## src/rtl/id_ex_stage.sv

```systemverilog
// rtl/id_ex_stage.sv - decode stage with ID/EX pipeline register and load-use hazard detection
module id_ex_stage #(
  parameter int DSIZE = 16,
  parameter int ASIZE = 4,
  parameter int CSIZE = 16
) (
  input  logic             clk,
  input  logic             rst,
  input  logic [15:0]      if_instr,
  input  logic             if_valid,
  input  logic             flush,
  input  logic             hold,
  output logic [ASIZE-1:0] raddr1,
  output logic [ASIZE-1:0] raddr2,
  input  logic [DSIZE-1:0] rdata1,
  input  logic [DSIZE-1:0] rdata2,
  output logic             stall,
  output logic             ex_valid,
  output logic [2:0]       ex_aluop,
  output logic [DSIZE-1:0] ex_opa,
  output logic [DSIZE-1:0] ex_opb,
  output logic [DSIZE-1:0] ex_sdata,
  output logic [ASIZE-1:0] ex_waddr,
  output logic             ex_wen,
  output logic             ex_mem_read,
  output logic             ex_mem_write,
  output logic             ex_branch,
  output logic [DSIZE-1:0] ex_imm,
  output logic [CSIZE-1:0] stall_cnt
);

  // ID/EX register layout: valid, 7 control bits, waddr, opa, opb, sdata, imm
  localparam int W = 1 + 7 + ASIZE + 4 * DSIZE;

  logic [3:0]       op;
  logic [ASIZE-1:0] rd;
  logic [ASIZE-1:0] rs;
  logic [ASIZE-1:0] rt;
  logic [DSIZE-1:0] imm;
  logic             is_r;
  logic [2:0]       dec_aluop;
  logic             dec_wen;
  logic             dec_mrd;
  logic             dec_mwr;
  logic             dec_br;
  logic             src1_used;
  logic             src2_used;
  logic             use_imm;
  logic             hit1;
  logic             hit2;
  logic [W-1:0]     idex_d;
  logic [W-1:0]     idex_q;
  logic [W-1:0]     cap;
  logic [CSIZE-1:0] cnt_d;
  logic [CSIZE-1:0] cnt_q;

  assign op   = if_instr[15:12];
  assign rd   = if_instr[11:8];
  assign rs   = if_instr[7:4];
  assign rt   = if_instr[3:0];
  assign imm  = {{(DSIZE-4){if_instr[3]}}, if_instr[3:0]};
  assign is_r = (op <= 4'h4);

  // Read ports come straight from IF/ID so operands return in the same cycle
  assign raddr1 = rs;
  assign raddr2 = is_r ? rt : rd;

  // Opcode decode; unlisted opcodes fall through as NOPs with all controls low
  always_comb begin
    dec_aluop = 3'd0;
    dec_wen   = 1'b0;
    dec_mrd   = 1'b0;
    dec_mwr   = 1'b0;
    dec_br    = 1'b0;
    src1_used = 1'b0;
    src2_used = 1'b0;
    use_imm   = 1'b0;
    if (is_r) begin
      dec_aluop = op[2:0];
      dec_wen   = (rd != '0);
      src1_used = 1'b1;
      src2_used = 1'b1;
    end else begin
      case (op)
        4'h8: begin
          dec_wen   = (rd != '0);
          src1_used = 1'b1;
          use_imm   = 1'b1;
        end
        4'hA: begin
          dec_wen   = (rd != '0);
          dec_mrd   = 1'b1;
          src1_used = 1'b1;
          use_imm   = 1'b1;
        end
        4'hB: begin
          dec_mwr   = 1'b1;
          src1_used = 1'b1;
          src2_used = 1'b1;
          use_imm   = 1'b1;
        end
        4'hC: begin
          dec_aluop = 3'd1;
          dec_br    = 1'b1;
          src1_used = 1'b1;
          src2_used = 1'b1;
        end
        default: ;
      endcase
    end
  end

  // A load in ID/EX whose destination feeds a source of the IF/ID instruction
  assign hit1  = src1_used && (ex_waddr == raddr1);
  assign hit2  = src2_used && (ex_waddr == raddr2);
  assign stall = if_valid && ex_valid && ex_mem_read && (ex_waddr != '0) && (hit1 || hit2);

  // Next ID/EX contents: flush beats hold, hold beats the stall bubble
  always_comb begin
    cap = {if_valid,
           if_valid ? {dec_aluop, dec_wen, dec_mrd, dec_mwr, dec_br} : 7'd0,
           rd, rdata1, use_imm ? imm : rdata2, rdata2, imm};
    idex_d = idex_q;
    if (flush)      idex_d = '0;
    else if (hold)  idex_d = idex_q;
    else if (stall) idex_d = '0;
    else            idex_d = cap;
  end

  // ID/EX pipeline register
  always_ff @(posedge clk) begin
    if (rst) idex_q <= '0;
    else     idex_q <= idex_d;
  end

  assign {ex_valid, ex_aluop, ex_wen, ex_mem_read, ex_mem_write, ex_branch,
          ex_waddr, ex_opa, ex_opb, ex_sdata, ex_imm} = idex_q;

  // Count only stalls that actually insert a bubble; stick at all-ones
  always_comb begin
    cnt_d = cnt_q;
    if (stall && !hold && !flush && (cnt_q != {CSIZE{1'b1}}))
      cnt_d = cnt_q + CSIZE'(1);
  end

  // Stall counter register
  always_ff @(posedge clk) begin
    if (rst) cnt_q <= '0;
    else     cnt_q <= cnt_d;
  end

  assign stall_cnt = cnt_q;

endmodule

```

## config.mk

```make
export PLATFORM = sky130hd
export DESIGN_NAME = id_ex_stage
export DESIGN_NICKNAME = d
export VERILOG_FILES = /design/src/rtl/id_ex_stage.sv
export SDC_FILE = /design/constraint.sdc
export NUM_CORES = 1
export LEC_CHECK = 0
export BUFFER_PORTS_ARGS = -buffer_cell sky130_fd_sc_hd__buf_2
export CORE_MARGIN = 1
export CORE_UTILIZATION = 40
export DETAILED_ROUTE_END_ITERATION = 10
export PLACE_DENSITY = 0.78
export SLEW_MARGIN = 20
export SYNTH_ARGS = -nofsm -noshare
export SYNTH_HDL_FRONTEND = slang
export SYNTH_SLANG_ARGS = --single-unit
export TNS_END_PERCENT = 10
```

## constraint.sdc

```tcl
create_clock -name clk -period 3 [get_ports clk]
set_input_delay 0.6 -clock clk [delete_from_list [all_inputs] [get_ports clk]]
set_output_delay 0.6 -clock clk [all_outputs]
set_load 0.005 [all_outputs]
```

==> impl_metrics.tcl <==
set metrics [dict create \
    r2r_slack_ns 0.40 \
    path_max_fanout 13 \
    cts_tree "yes" \
    post-route-util 0.532 \
    row_count 33 \
    end_kind "output pin" \
    die_y_um 93.6 \
    drc 0 \
    dr.pass1.iters 4 \
    hold_path_depth 2 \
    synth_warnings 0 \
    die_area_mm2 0.00876 \
    avgSynthCellArea_um2 9.24 \
    synth_seq_cells 80 \
    wl_per_cell_um 14.8 \
    start_util 0.410 \
    cts_setup_buffers 0 \
    reg2reg_from "stall_cnt[0]" \
    diodes 0 \
    final.setup.tns_ns 0 \
    fin_area_mm2 0.00435 \
    wl_um 8960 \
    io_buffer_count 153 \
    cts_root_buf "clkbuf_8" \
    grt_pass1_vias 2914 \
    synth_top_cell_by_area "dfxtp_1" \
    relSlewSlack 0.430 \
    hold_violations 0 \
    clk_latency_ns 0.35 \
    dpl.cell_count 589 \
    grt_max_degree 59 \
    reg2reg_depth 7 \
    hold_path_end "idex_q[46]" \
    hold_buffers 0 \
    min_from "idex_q[46]" \
    coreArea_mm2 0.00818 \
    path_clk_slew_ns 0.08 \
    status "complete, no violations" \
    area_delta_synth_final_pct 29.8 \
    fin_crit_sh 0.952 \
    startpoint_type "input port" \
    clock_skew_ns 0.0108 \
    async_flop_share 0 \
    fmax_mhz 350 \
    synthCells 363 \
    tightest_slew_ns 0.850 \
    synth-seq-area-share 0.477 \
    grt.overflow.total 0 \
    grt_util_all_layers 0.206 \
    finalWeightedCongestion 0.891 \
    dpl_cell_area_mm2 0.00412 \
    ys.flop_type "dfxtp_1" \
    power.density_mw_per_mm2 525 \
    p_total_mw 2.29 \
    rsz0062_at_grt "false" \
    min_period_ns 2.86 \
    vdd_ir_drop_max_uv 292 \
    drive_above_1_share 0.366 \
    slew_viol_final 0 \
    dpl_worst_slack_ns -0.0360 \
    syn-num-nets 417 \
    arrival_ns 2.26 \
    final_nets 549 \
    clock-sinks 80 \
    maxCapViolations 0 \
    synth.top_cell.area_share 0.477 \
    total_leakage_power_nw 2.03 \
    cts_buffers 9 \
    timing.rr.end "stall_cnt[1]" \
    post-dp-hpwl_um 6360 \
    die_w_um 93.6 \
    critPathKind "input port to output pin" \
    ant_nets 0 \
    cts_buffer_depth 2 \
    yosysMostFrequentCell "dfxtp_1" \
    dr_total_vias 3180 \
    grt_pass1_wl_um 14100 \
    antenna_found_initial 0 \
    stdcell_count 605 \
    drt-initial-drc-count 166 \
    hp-class "flop to flop" \
    synthTopCellsByArea "dfxtp_1, a22o_1, o21ai_0, nand2_1, buf_4" \
    yosysUniqueCellTypes 39 \
    ioPinCount 154 \
    synth_edf_count 0 \
    viasPerCell 5.26 \
    synth_common_cells "dfxtp_1, a22o_1, nand2_1" \
    setup_viol 0 \
    synth_area_mm2 0.00335 \
    crit_required_ns 2.40 \
    timing.hold.ws_ns 0.455 \
    finalWorstSetupSlack_ns 0.144 \
    cts_htree_levels 3 \
]
## registers in the layout, summed over array words and instances, names as in the netlist
signal	cells
idex_q	64
stall_cnt	16
## logic make-up (layout without fill, tap and decap cells)
kind of cell	Yosys count	in the layout	synth area share
AOI/OAI and AO/OA	124	124	0.253
xor gates and xnor gates	8	8	0.0209
adders and majority gates	1	1	0.00373
buffers and inverters	47	184	0.0742
DFF	80	80	0.477
muxes	7	7	0.0216
and+or+nand+nor	96	96	0.149
## cell type report
class,instances,area [µm²]
Fill cell,777,3820
Sequential cell,80,1600
Clock inverter,7,103
Timing Repair Buffer,159,836
Inverter,9,33.8
Tap cell,105,131
Clock buffer,9,124
Multi-Input combinational cell,236,1520
## layout by cell type, fill, tap and decap left out, drive strengths merged, types with 2 or more instances in the layout
cell	instances
nand2	39
a22o	39
nor4	3
a211oi	3
xor2	8
or3	12
nand4	5
inv	12
o21ai	38
o31ai	5
mux2i	5
nand3	8
bufinv	2
o211ai	9
clkbuf	9
or4	5
buf	159
and3	2
mux2	2
a21oi	25
o21a	2
nand2b	5
dfxtp	80
nor2b	3
nor2	10
## how the worst max path moves through the flow
stage,from,to,slack [ns],cells past startpoint
after detailed placement,if_instr[13],stall_cnt[10],-0.04,9
after global placement,if_instr[12],stall_cnt[10],0.16,9
after CTS,if_instr[13],stall,0.1,8
after global routing,if_instr[13],stall,0.07,8
final,if_instr[13],stall,0.14,8
after floorplan,if_instr[12],stall_cnt[8],0.23,9
## routing by layer
layer | part of all wire | wire length (µm) | up-vias | GRT usage
met5 | 0 | 0 | - | 0
met4 | 0.022 | 201 | 0 | 0.0872
met3 | 0.065 | 583 | 16 | 0.0520
met2 | 0.48 | 4310 | 118 | 0.333
met1 | 0.43 | 3870 | 1483 | 0.259
li1 | - | - | 1563 | -
## report_power, final
group          switching, mW  internal, mW  total (mW)
Combinational          0.138         0.123       0.261
Sequential            0.0259          1.10        1.13
Clock                  0.417         0.479       0.896
Total                  0.581          1.71        2.29
## worst max-delay path, cell delays in order
cell      delay [ns]
buf_2           0.17
o21a_4          0.24
o211ai_1        0.27
xor2_1          0.16
nor4_4          0.44
o21bai_4        0.19
inv_1           0.08
buf_2           0.10
## repair_timing
| item | 4_1_cts | 5_1_grt |
|---|---|---|
| endpoints found under the hold margin | 0 | 0 |
| resized for setup | 0 | 1 |
| setup endpoints to repair | 0 | 1 |
Note: power is estimated with default switching activity, not from simulation.
